File: config.mk
export PLATFORM = sky130hd
export DESIGN_NAME = uart_rx
export DESIGN_NICKNAME = d
export VERILOG_FILES = /design/src/rtl/uart_rx_pkg.sv /design/src/rtl/sync_2ff.sv /design/src/rtl/uart_rx.sv
export SDC_FILE = /design/constraint.sdc
export NUM_CORES = 1
export LEC_CHECK = 0
export ABC_AREA = 1
export BUFFER_PORTS_ARGS = -buffer_cell sky130_fd_sc_hd__buf_4
export CORE_MARGIN = 5
export CORE_UTILIZATION = 50
export DETAILED_ROUTE_END_ITERATION = 6
export GPL_ROUTABILITY_DRIVEN = 0
export PLACE_DENSITY_LB_ADDON = 0.12
export SLEW_MARGIN = 20
export SYNTH_ARGS = -nofsm -noshare
export SYNTH_HDL_FRONTEND = slang
export SYNTH_HIERARCHICAL = 1
export SYNTH_SLANG_ARGS = --single-unit
File: constraint.sdc
create_clock -name i_clk -period 2.59 [get_ports i_clk]
set_input_delay 0.259 -clock i_clk [delete_from_list [all_inputs] [get_ports i_clk]]
set_output_delay 0.259 -clock i_clk [all_outputs]
set_load 0.05 [all_outputs]
File: src/rtl/uart_rx_pkg.sv
// uart_rx_pkg: shared UART frame defaults and receiver/transmitter state encodings
package uart_rx_pkg;
  localparam int UART_OS = 16;
  localparam int UART_DBIT = 8;
  localparam int UART_SB_TICK = 16;
  localparam logic [1:0] UART_IDLE = 2'b00;
  localparam logic [1:0] UART_START = 2'b01;
  localparam logic [1:0] UART_DATA = 2'b10;
  localparam logic [1:0] UART_STOP = 2'b11;
  function automatic int max2(input int a, input int b);
    return (a > b) ? a : b;
  endfunction
endpackage

File: src/rtl/sync_2ff.sv
// sync_2ff: two-flop synchronizer for an asynchronous input with selectable reset value
module sync_2ff #(
  parameter logic RST_VAL = 1'b1
) (
  input  logic i_clk,
  input  logic i_reset,
  input  logic i_d,
  output logic o_q
);
  logic [1:0] sync_q, sync_d;
  assign sync_d = {sync_q[0], i_d};
  assign o_q = sync_q[1];
  always_ff @(posedge i_clk) begin
    if (!i_reset) sync_q <= {2{RST_VAL}};
    else sync_q <= sync_d;
  end
endmodule

File: src/rtl/uart_rx.sv
// uart_rx: 16x oversampling UART receiver, LSB first, no parity, with frame error flag
module uart_rx
  import uart_rx_pkg::*;
#(
  parameter int DBIT = UART_DBIT,
  parameter int SB_TICK = UART_SB_TICK,
  parameter int OS = UART_OS
) (
  input  logic            i_clk,
  input  logic            i_reset,
  input  logic            i_s_tick,
  input  logic            i_rx,
  output logic [DBIT-1:0] o_data,
  output logic            o_rx_done_tick,
  output logic            o_frame_error
);
  localparam int SW = $clog2(max2(OS, SB_TICK)) + 1;
  localparam int NW = $clog2(DBIT);
  logic            rx_s;
  logic [1:0]      state_q, state_d;
  logic [SW-1:0]   s_q, s_d;
  logic [NW-1:0]   n_q, n_d;
  logic [DBIT-1:0] b_q, b_d;
  logic [DBIT-1:0] data_q, data_d;
  logic            done_q, done_d;
  logic            fe_q, fe_d;
  sync_2ff #(.RST_VAL(1'b1)) u_sync (
    .i_clk  (i_clk),
    .i_reset(i_reset),
    .i_d    (i_rx),
    .o_q    (rx_s)
  );
  always_comb begin
    state_d = state_q;
    s_d = s_q;
    n_d = n_q;
    b_d = b_q;
    data_d = data_q;
    fe_d = fe_q;
    done_d = 1'b0;
    case (state_q)
      UART_IDLE: begin
        if (!rx_s) begin
          state_d = UART_START;
          s_d = '0;
        end
      end
      UART_START: begin
        if (i_s_tick) begin
          if (s_q == SW'(OS / 2 - 1)) begin
            state_d = rx_s ? UART_IDLE : UART_DATA;
            s_d = '0;
            n_d = '0;
          end else s_d = s_q + 1'b1;
        end
      end
      UART_DATA: begin
        if (i_s_tick) begin
          if (s_q == SW'(OS - 1)) begin
            b_d = {rx_s, b_q[DBIT-1:1]};
            s_d = '0;
            state_d = (n_q == NW'(DBIT - 1)) ? UART_STOP : UART_DATA;
            n_d = (n_q == NW'(DBIT - 1)) ? n_q : n_q + 1'b1;
          end else s_d = s_q + 1'b1;
        end
      end
      default: begin
        if (i_s_tick) begin
          if (s_q == SW'(SB_TICK - 1)) begin
            data_d = b_q;
            fe_d = ~rx_s;
            done_d = 1'b1;
            state_d = UART_IDLE;
            s_d = '0;
          end else s_d = s_q + 1'b1;
        end
      end
    endcase
  end
  always_ff @(posedge i_clk) begin
    if (!i_reset) begin
      state_q <= UART_IDLE;
      s_q <= '0;
      n_q <= '0;
      b_q <= '0;
      data_q <= '0;
      fe_q <= 1'b0;
      done_q <= 1'b0;
    end else begin
      state_q <= state_d;
      s_q <= s_d;
      n_q <= n_d;
      b_q <= b_d;
      data_q <= data_d;
      fe_q <= fe_d;
      done_q <= done_d;
    end
  end
  assign o_data = data_q;
  assign o_rx_done_tick = done_q;
  assign o_frame_error = fe_q;
endmodule

; Word level (Yosys, flattened, before mapping)
; Cells that the tools add are included.
[classes]
reduce_logical = 11
bitwise = 4
eq_ne = 11
n_addsub = 2
muxes = 23
[ops]
columns = operator, n
row1 = 5-bit two-way mux, 5
row2 = 2-bit two-way mux, 8
row3 = 3-bit two-way mux, 5
row4 = 2-bit inequality test (second input constant), 6
row5 = 5-bit case mux with 2 select lines, 1
row6 = 3-bit AND reduction, 3
row7 = 7-bit AND reduction, 1
row8 = 2-bit case mux with 3 select lines, 1
row9 = 3-bit case mux with 2 select lines, 1
row10 = 6-bit AND reduction, 1
row11 = 5-bit by 1-bit adder with 5-bit output (second input constant), 1
row12 = 5-bit by 3-bit == test with 1-bit output (second input constant), 1
row13 = 5-bit by 4-bit == test with 1-bit output (second input constant), 1
row14 = 5-bit OR reduction, 1
row15 = 1-bit NOT, 4
row16 = 2-bit nonzero test, 2
row17 = 3-bit by 1-bit adder with 3-bit output (second input constant), 1
row18 = 3-bit == test (second input constant), 1
row19 = 3-bit nonzero test, 1
row20 = 3-bit OR reduction, 1
row21 = 2-bit by 1-bit == test with 1-bit output (second input constant), 1
row22 = 2-bit == test (second input constant), 1
row23 = 2-bit logical NOT, 1
row24 = 1-bit two-way mux, 2
[word_totals]
out_inout_bits = 10
word_cells = 59
inputBits = 4
ff_bits = 30

; Longest topological paths before layout
; Gate-level depths: netlist (run 1).
[depth]
depth_word = 5
mapped_depth = 11
ltp_nobuf = 11

; By module
; The synthesis (run 1) kept the hierarchy.
[modules_own_cells]
columns = mod, cells_per_inst, area_each_um2, instances
row1 = uart_rx, 180, 1336.3, 1
row2 = sync_2ff, 6, 55.1, 1

; Least setup slack after synthesis (run 1)
; OpenSTA, ideal clock, no wires.
[synth_path]
path_type = register -> register
start = register s_q[0]
end = register data_q[6], in the netlist o_data[6]
setup_time_ns = 0.119
t_required_ns = 2.471
n_path_buf = 1
slack_ns = 0.987
arrival_ns = 1.484
stages_incl_launch_ff = 9
path_cell_list = dfxtp_1 > ha_1 > nand2_2 > nor2_1 > ha_1 > nand3_1 > buf_2 > o21ai_0 > a21oi_1
[synth_between]
elab_chain_cells = 2
[synth_rtl]
columns = item, line
row1 = from (decl), uart_rx.sv:21  ; logic [SW-1:0] s_q, s_d;
row2 = from (signal assigned), uart_rx.sv:83  ; s_q <= '0;
row3 = from (signal assigned), uart_rx.sv:91  ; s_q <= s_d;
row4 = 5-bit by 4-bit == test with 1-bit output, uart_rx.sv:69  ; if (s_q == SW'(SB_TICK - 1)) begin
row5 = 3-bit AND reduction (no source line), -
row6 = to (signal assigned), uart_rx.sv:94  ; data_q <= data_d;
row7 = to (decl), uart_rx.sv:24  ; logic [DBIT-1:0] data_q, data_d;
; Every way passes these cells.
; A chain may end at the register's enable or synchronous reset.

; Worst setup path in the final report (run 1)
[layout_path]
start = register s_q[0]
end = register fe_q, in the netlist o_frame_error
[layout_between]
elab_chain_cells = 2
[layout_rtl]
columns = item, line
row1 = 5-bit by 4-bit == test with 1-bit output, uart_rx.sv:69
row2 = 3-bit AND reduction (no source line), -
row3 = to (signal assigned), uart_rx.sv:87  ; fe_q <= 1'b0;
row4 = to (signal assigned), uart_rx.sv:95  ; fe_q <= fe_d;
row5 = to (decl), uart_rx.sv:26  ; logic fe_q, fe_d;
; Every way passes these cells.

==> run_results.csv, run 1 <==
group,metric,value,unit
timing,grt_setup_unrepaired,"false",
timing,fin_tns_setup,0,ns
synth,yosys.area.top_type,"dfxtp_1",
timing,slew_headroom,62.9,%
placement,io_buffers,13,
synth,netlist_area,0.00139,mm²
critical_path,crit_fanout,18,
routing,vias,1175,
routing,drt-total-wl,2.53,mm
power_and_ir_drop,p_leak,0.000689,µW
grt,antenna_found_initial,0,
power_and_ir_drop,power.density,760,mW/mm²
critical_path,startpoint_type,"flop",
synth,synth.area.top_cells,"dfxtp_1 43%, a21oi_1 9.0%, inv_1 8.6%",
grt,grt-ovfl-total,0,
routing,ant_nets,0,
floorplanning,initial_utilization,51.3,%
layout,drive_above_1_share,17.2,%
routing,drt-initial-drc-count,37,
synth,synth-async-reset-ratio,0,%
timing,drv_slew,0,
placement,dp_hpwl,1.88,mm
synth,yosysMostFrequentCell,"inv_1",
cts,clock-root-buffer,"clkbuf_4",
critical_path,path_buf_inv,0,
cts,insertion_delay,0.33,ns
power_and_ir_drop,max-vdd-ir-drop,0.000564,V
critical_path,critPathMaxStageDelay,0.42,ns
cts,cts.sinks,30,
synth,yosys.area.top_type_share,43.2,%
grt,grt_pass1_vias,1058,
critical_path,crit_top_cell,"ha_1",
critical_path,crit_chain,"ha_1 > nand2_2 > nor2_1 > ha_1 > nand3_1 > o21ai_0 > a21oi_1",
floorplanning,die_x,62.8,µm
grt,grt_use_total,13.9,%
cts,numCtsBuffers,5,
timing,max_freq,0.490,GHz
timing,worstMarginPinSlew,0.554,ns
floorplanning,coreArea,0.00271,mm²
critical_path,critPathKind,"flop to flop",
layout,areaGrowthSynthToFinish,16.5,%
timing,hold_viol,0,
synth,avgSynthCellArea,7.48,µm²
cts,htreeDepth,2,
timing,skew,0.00710,ns
layout,fill_cells,272,
synth,synth_common_cells,"32 x inv_1, 30 x dfxtp_1, 27 x nand2_1",
critical_path,crit_arrival,2.25,ns
routing,drt-vias-per-instance,5.02,
routing,wl_per_cell,10.8,µm
cts,cts_resized,0,
synth,synth_edf_count,0,
timing,final.min_clock_period,2.04,ns
timing,finalSetupViolations,0,
cts,clk_pin_slew_worst_paths,0.10,ns
critical_path,critical_path.endpoint_type,"flop",
layout,register_area,601,µm²
run,drv_cap,0,
grt,grt_max_degree,27,
synth,syn-num-nets,199,
critical_path,slowest_stage,"nand3_1",
critical_path,cp.required,2.80,ns
layout,final_cell_area,0.00162,mm²
grt,grt_pass1_wl,4.43,mm
synth,ys_warn_count,6,
cts,hold_buffers,0,
cts,clk_path_buf_depth,2,
cts,cts_tree,"built",
cts,postCtsSetupBuffers,0,
synth,ys_seq_area_share,43.2,%
synth,syn_inst,186,
placement,placedInstanceArea,0.00151,mm²
timing,period_share,78.8,%
hold_path,holdCritPathClass,"input port to flop",
power_and_ir_drop,p_total,1230,µW
critical_path,cpLargestDelayFamily,"simple AND/OR/NAND/NOR gates",
floorplanning,rows,19,
floorplanning,die_area,0.00394,mm²
synth,synth_flop_cell,"dfxtp_1",
layout,multi_input_area,642,µm²
routing,drc_errors,0,
routing,dr.pass1.iters,4,
synth,ys_ff_latch,30,
layout,n_antenna_cell,0,
floorplanning,die_h,62.8,µm
status,status,"finished, final reports clean",
synth,ys_types,22,
floorplanning,io_pins,14,
layout,nets,215,
-- placed cells by master, fill, tap and decap left out --
| cell type | n |
|---|---|
| a21o_1 | 1 |
| inv_2 | 2 |
| nand2_1 | 27 |
| ha_1 | 9 |
| nand4_1 | 1 |
| a21oi_2 | 1 |
| and2_4 | 1 |
| nor2_2 | 4 |
| nor2_4 | 1 |
| nor2_1 | 8 |
| buf_4 | 13 |
| clkbuf_8 | 1 |
| or2_2 | 1 |
| nor3_1 | 1 |
| nand3_2 | 1 |
| dfxtp_1 | 30 |
| o21ai_0 | 22 |
| inv_1 | 32 |
| nand2_2 | 3 |
| bufinv_16 | 2 |
| clkinv_1 | 1 |
| clkbuf_4 | 5 |
| a21oi_1 | 25 |
| nand3_1 | 11 |
-- layout make-up --
class                   count  share of cell area, %
clock buffers               6                   3.16
repair buffers             13                   6.02
inverters                  35                   8.10
clock inverters             2                   3.70
multi-input cells         117                   39.6
flip-flops and latches     30                   37.0
well taps                  31                   2.39
-- state kept, by name, summed over array words and instances (netlist names) --
signal / cells
state_q: 2
u_sync/sync_q: 2
s_q: 5
o_frame_error: 1
b_q: 8
o_data: 8
o_rx_done_tick: 1
n_q: 3
-- metrics by stage --
step                hold slack (ns)  cells  utilization [%]  setup WS, ns
finish                        0.101    234             59.8         0.550
global route                 0.0975    234             59.8         0.300
CTS                          0.0927    234             59.8         0.589
detailed placement            0.397    226             55.7         0.591
global placement              0.382    226             55.7         0.727
floorplan                     0.328    186                -         0.987
-- worst reg2reg max path: stages (launching register included) --
cell	delay [ns]
dfxtp_1	0.39
ha_1	0.21
nand2_2	0.08
nor2_1	0.14
ha_1	0.25
nand3_1	0.42
o21ai_0	0.37
a21oi_1	0.06
-- cells by family (layout without fill, tap and decap cells) --
| logic type | after synthesis | in the layout | synth area share [%] |
|---|---|---|---|
| AND/OR/NAND/NOR | 59 | 59 | 20.0 |
| adder cells (fa/ha/maj) | 9 | 9 | 8.09 |
| AO/OA/AOI/OAI | 49 | 49 | 18.1 |
| buffers and inverters | 39 | 56 | 10.7 |
| flip-flops | 30 | 30 | 43.2 |
-- worst paths after layout --
path	from	endpoint	slack, ns	cells after the start
worst max-delay path	s_q[0]$_SDFFE_PN0P_	o_frame_error$_SDFFE_PN0P_	0.55	7
worst min-delay path	i_rx	u_sync/sync_q[0]$_SDFF_PN1_	0.10	3
worst max register to register	s_q[0]$_SDFFE_PN0P_	o_frame_error$_SDFFE_PN0P_	0.55	7
worst min register to register	u_sync/sync_q[0]$_SDFF_PN1_	u_sync/sync_q[1]$_SDFF_PN1_	0.42	2
-- power breakdown --
part | leakage [µW] | switching [µW] | internal, µW
registers | 0.000242 | 18.7 | 482
clock network | 0.0000585 | 165 | 327
logic | 0.000389 | 159 | 81.5
-- per-layer routing --
layer / vias to the layer above / track usage (%) / share of wire (%) / wire, µm
met5: - / 0 / 0 / 0
met4: 0 / 7.16 / 2.3 / 57
met3: 5 / 5.58 / 5.1 / 130
met2: 19 / 21.1 / 45 / 1130
met1: 528 / 16.8 / 48 / 1200
li1: 623 / - / - / -
Note: power is estimated with default switching activity, not from simulation.
==> run 2, diff against run 1 <==
- clock period: 2.59 -> 1.7 ns (I/O delays scaled with it)
==> run_results.csv, run 2 (synthesis gave the netlist of run 1 again) <==
group,metric,value,unit
cts,insertion_delay,0.33,ns
power_and_ir_drop,max-vdd-ir-drop,0.000752,V
critical_path,critPathKind,"flop to flop",
critical_path,cp.required,1.97,ns
timing,final.min_clock_period,1.66,ns
status,status,"finished, final reports clean",
layout,register_area,604,µm²
timing,hold_viol,0,
critical_path,critical_path.endpoint_type,"flop",
placement,dp_hpwl,1.87,mm
routing,drc_errors,0,
run,drv_cap,0,
layout,final_util,60.4,%
grt,met2_usage,23.4,%
grt,top_usage_layer,"met2",
routing,wl_per_cell,11.1,µm
routing,drt-initial-drc-count,61,
timing,finalSetupViolations,0,
placement,io_buffers,13,
floorplanning,io_pins,14,
layout,layout_common_cells,"32 x inv_1, 27 x nand2_1, 27 x dfxtp_1",
routing,vias,1189,
floorplanning,die_x,62.8,µm
routing,dr.pass1.iters,5,
layout,fin_cells,238,
floorplanning,coreArea,0.00271,mm²
layout,areaGrowthSynthToFinish,17.7,%
routing,ant_nets,0,
grt,grt_max_degree,27,
floorplanning,die_area,0.00394,mm²
layout,nets,221,
routing,drt-total-wl,2.65,mm
power_and_ir_drop,power.density,963,mW/mm²
layout,drive_above_1_share,21.7,%
cts,htreeDepth,2,
layout,n_antenna_cell,0,
critical_path,startpoint_type,"flop",
timing,fin_tns_setup,0,ns
timing,drv_slew,0,
layout,layout_commonest_cell,"inv_1",
grt,grt-ovfl-total,0,
cts,clk_path_buf_depth,2,
cts,numCtsBuffers,5,
floorplanning,rows,19,
timing,skew,0.0102,ns
routing,drt-vias-per-instance,5.00,
layout,final_cell_area,0.00164,mm²
cts,cts.sinks,30,
layout,fill_cells,261,
grt,grt_pass1_wl,4.54,mm
grt,grt_pass1_vias,1124,
grt,grtUsageMet3,4.68,%
critical_path,crit_fanout,7,
floorplanning,die_h,62.8,µm
cts,cts_tree,"built",
timing,slew_headroom,77.5,%
layout,multi_input_area,669,µm²
grt,grt_use_total,14.2,%
timing,max_freq,0.602,GHz
hold_path,holdCritPathClass,"input port to flop",
cts,clk_pin_slew_worst_paths,0.09,ns
timing,worstMarginPinSlew,0.337,ns
placement,placedInstanceArea,0.00153,mm²
grt,grtUsageMet1,16.0,%
cts,clock-root-buffer,"clkbuf_4",
floorplanning,initial_utilization,51.3,%
power_and_ir_drop,p_leak,0.000706,µW
placement,placed_cells,229,
grt,antenna_found_initial,0,
timing,period_share,97.7,%
critical_path,crit_arrival,1.93,ns
[run 2: changes by cell type in the layout (fill, tap and decap cells not counted), sizes merged]
cell    before  now
bufinv       2    0
buf         13   19
[run 2: path summary, 6_finish.rpt]
kind                                             startpoint                     endpoint  slack (ns)  cells past startpoint
worst max-delay path                    s_q[0]$_SDFFE_PN0P_          n_q[1]$_SDFFE_PN0P_        0.04                      9
worst min register to register  u_sync/sync_q[0]$_SDFF_PN1_  u_sync/sync_q[1]$_SDFF_PN1_        0.41                      2
worst max register to register          s_q[0]$_SDFFE_PN0P_          n_q[1]$_SDFFE_PN0P_        0.04                      9
worst min-delay path                                   i_rx  u_sync/sync_q[0]$_SDFF_PN1_        0.01                      3
[run 2: power by group]
group	switching [µW]	internal (µW)	total (µW)
clock network	234	186	420
logic	255	138	393
registers	26.9	737	764
[run 2: area by class of cell]
cell class                      count  area share, %
Clock buffer                        6           3.13
Inverter                           35           8.02
Multi-Input combinational cell    117           40.9
Sequential cell                    30           36.9
Tap cell                           31           2.37
Timing Repair Buffer               19           8.71
[run 2: metal layers]
metal  up-vias  wire, µm
met1       528      1140
li1        632         -
met3         3       121
met4         0        30
met5         -         0
met2        26      1350
[run 2: stage by stage]
step | worst slack (ns) | power, µW | hold slack, ns
2_1_floorplan | 0.0971 | 1070 | 0.239
3_5_place_dp | -0.0409 | 1160 | 0.349
4_1_cts | 0.00683 | 1570 | 0.00974
3_3_place_gp | 0.0662 | 1140 | 0.338
5_1_grt | -0.0296 | 1670 | 0.0144
6_report | 0.0385 | 1580 | 0.0105
[run 2: timing repair]
action	4_1_cts	5_1_grt
pin swaps	2	3
hold buffers	0	0
endpoints found under the setup margin	5	23
setup buffers	0	3
gates resized for setup	2	7
[run 2: worst max-delay path, cell delays in order (launching register included)]
cell and delay (ns):
dfxtp_2 0.34, ha_2 0.21, nand2_4 0.07, nor2_4 0.14, ha_4 0.16, nor2_1 0.06
a21oi_2 0.28, and2_4 0.22, nor2_1 0.04, nor2_2 0.07
==> run 3, diff against run 2 <==
- RECOVER_POWER: default -> 25
- clock period: 1.7 -> 1.91 ns (I/O delays scaled with it)
==> run_results.csv, run 3 (synthesis gave the netlist of run 1 again) <==
group,metric,value,unit
critical_path,crit_chain,"ha_1 > nand2_2 > nor2_1 > ha_2 > nor2_1 > a21oi_2 > and2_4 > nor2_1 > nor2_2",
power_and_ir_drop,power.internal,942,µW
critical_path,critPathMaxStageDelay,0.36,ns
timing,layout_setup_ws,0.185,ns
floorplanning,die_x,62.8,µm
cts,clk_path_buf_depth,2,
power_and_ir_drop,power_frac_seq,48.9,%
power_and_ir_drop,switching_share,32.1,%
layout,n_antenna_cell,0,
routing,drt-total-wl,2.54,mm
floorplanning,io_pins,14,
floorplanning,coreArea,0.00271,mm²
cts,cts_resized,0,
routing,drt-initial-drc-count,35,
critical_path,crit_top_cell,"nor2_1",
critical_path,crit_fanout,7,
floorplanning,rows,19,
critical_path,path_buf_inv,0,
grt,grt-ovfl-total,0,
power_and_ir_drop,power.density,890,mW/mm²
cts,clock-root-buffer,"clkbuf_4",
critical_path,startpoint_type,"flop",
cts,hold_buffers,0,
grt,grt_pass1_wl,4.37,mm
critical_path,critPathKind,"flop to flop",
layout,final_util,57.6,%
grt,grt_use_total,13.6,%
timing,skew,0.00731,ns
placement,io_buffers,13,
timing,final.min_clock_period,1.73,ns
cts,clk_pin_slew_worst_paths,0.09,ns
layout,nets,217,
power_and_ir_drop,p_total,1390,µW
power_and_ir_drop,p_leak,0.000636,µW
routing,wl_per_cell,10.8,µm
grt,antenna_found_initial,0,
cts,insertion_delay,0.32,ns
layout,register_area,602,µm²
critical_path,slowest_stage,"dfxtp_1",
timing,hold-worst-slack,0.0469,ns
layout,fill_cells,284,
cts,cts.sinks,30,
layout,layout_common_cells,"32 x inv_1, 29 x dfxtp_1, 27 x nand2_1",
timing,slew_headroom,42.5,%
cts,htreeDepth,2,
timing,hold_viol,0,
power_and_ir_drop,max-vdd-ir-drop,0.000717,V
layout,multi_input_area,649,µm²
hold_path,holdCritPathClass,"input port to flop",
floorplanning,die_area,0.00394,mm²
cts,postCtsSetupBuffers,0,
cts,cts_tree,"built",
layout,drive_above_1_share,14.6,%
power_and_ir_drop,p_sw,446,µW
layout,layout_commonest_cell,"inv_1",
cts,numCtsBuffers,5,
placement,pre_cts_ws,0.0737,ns
timing,fin_tns_setup,0,ns
grt,grt_pass1_vias,1041,
timing,worstMarginPinSlew,0.862,ns
routing,ant_nets,0,
power_and_ir_drop,p_comb_share,23.5,%
routing,drc_errors,0,
critical_path,crit_arrival,1.99,ns
timing,max_freq,0.580,GHz
placement,dp_hpwl,1.95,mm
critical_path,cp.required,2.18,ns
floorplanning,initial_utilization,51.3,%
timing,period_share,90.3,%
critical_path,critical_path.endpoint_type,"flop",
timing,drv_slew,0,
grt,grt_max_degree,27,
layout,areaGrowthSynthToFinish,12.1,%
status,status,"finished, final reports clean",
routing,dr.pass1.iters,4,
timing,grt_setup_unrepaired,"false",
timing,finalSetupViolations,0,
run,drv_cap,0,
routing,vias,1157,
critical_path,cpLargestDelayFamily,"simple AND/OR/NAND/NOR gates",
floorplanning,die_h,62.8,µm
routing,drt-vias-per-instance,4.90,
power_and_ir_drop,clockPowerShare,27.5,%
-- run 3: routing by layer --
metal  vias to the layer above  global-route usage, %  wire length (µm)
met5                         -                      0                 0
met4                         0                   6.37                38
met3                         5                   3.96               104
met2                        19                   22.2              1190
met1                       506                   16.4              1200
li1                        627                      -                 -
-- run 3: cell type report --
cell class / instances / area share (%)
multi-input cells: 117 / 41.6
flip-flops and latches: 30 / 38.6
inverters: 35 / 8.42
repair buffers: 15 / 5.05
clock buffers: 7 / 3.53
well taps: 31 / 2.49
clock inverters: 1 / 0.321
-- run 3: metrics by stage --
step / cells / instance area, µm²
finish: 236 / 1560
global placement: 228 / 1530
global route: 236 / 1560
detailed placement: 228 / 1530
CTS: 236 / 1590
floorplan: 186 / 1390
-- run 3: path summary, 6_finish.rpt --
kind	startpoint	to	slack [ns]	depth (start not counted)
worst max register to register	s_q[1]$_SDFFE_PN0P_	n_q[0]$_SDFFE_PN0P_	0.18	9
worst min-delay path	i_rx	u_sync/sync_q[0]$_SDFF_PN1_	0.05	3
worst min register to register	u_sync/sync_q[0]$_SDFF_PN1_	u_sync/sync_q[1]$_SDFF_PN1_	0.41	2
worst max-delay path	s_q[1]$_SDFFE_PN0P_	n_q[0]$_SDFFE_PN0P_	0.18	9
-- run 3: worst reg2reg max path: stages, from the launching register on --
cell     delay (ns)
dfxtp_1        0.36
ha_1           0.18
nand2_2        0.07
nor2_1         0.15
ha_2           0.25
nor2_1         0.07
a21oi_2        0.26
and2_4         0.22
nor2_1         0.04
nor2_2         0.07
-- run 3: power by group through the flow --
| stage | clock (µW) | combinational [µW] | sequential (µW) |
|---|---|---|---|
| final | 382 | 326 | 679 |
| after global routing | 430 | 371 | 683 |
| after CTS | 402 | 326 | 678 |
| after detailed placement | 0 | 325 | 693 |
| after global placement | 0 | 313 | 690 |
| after floorplan | 0 | 262 | 687 |
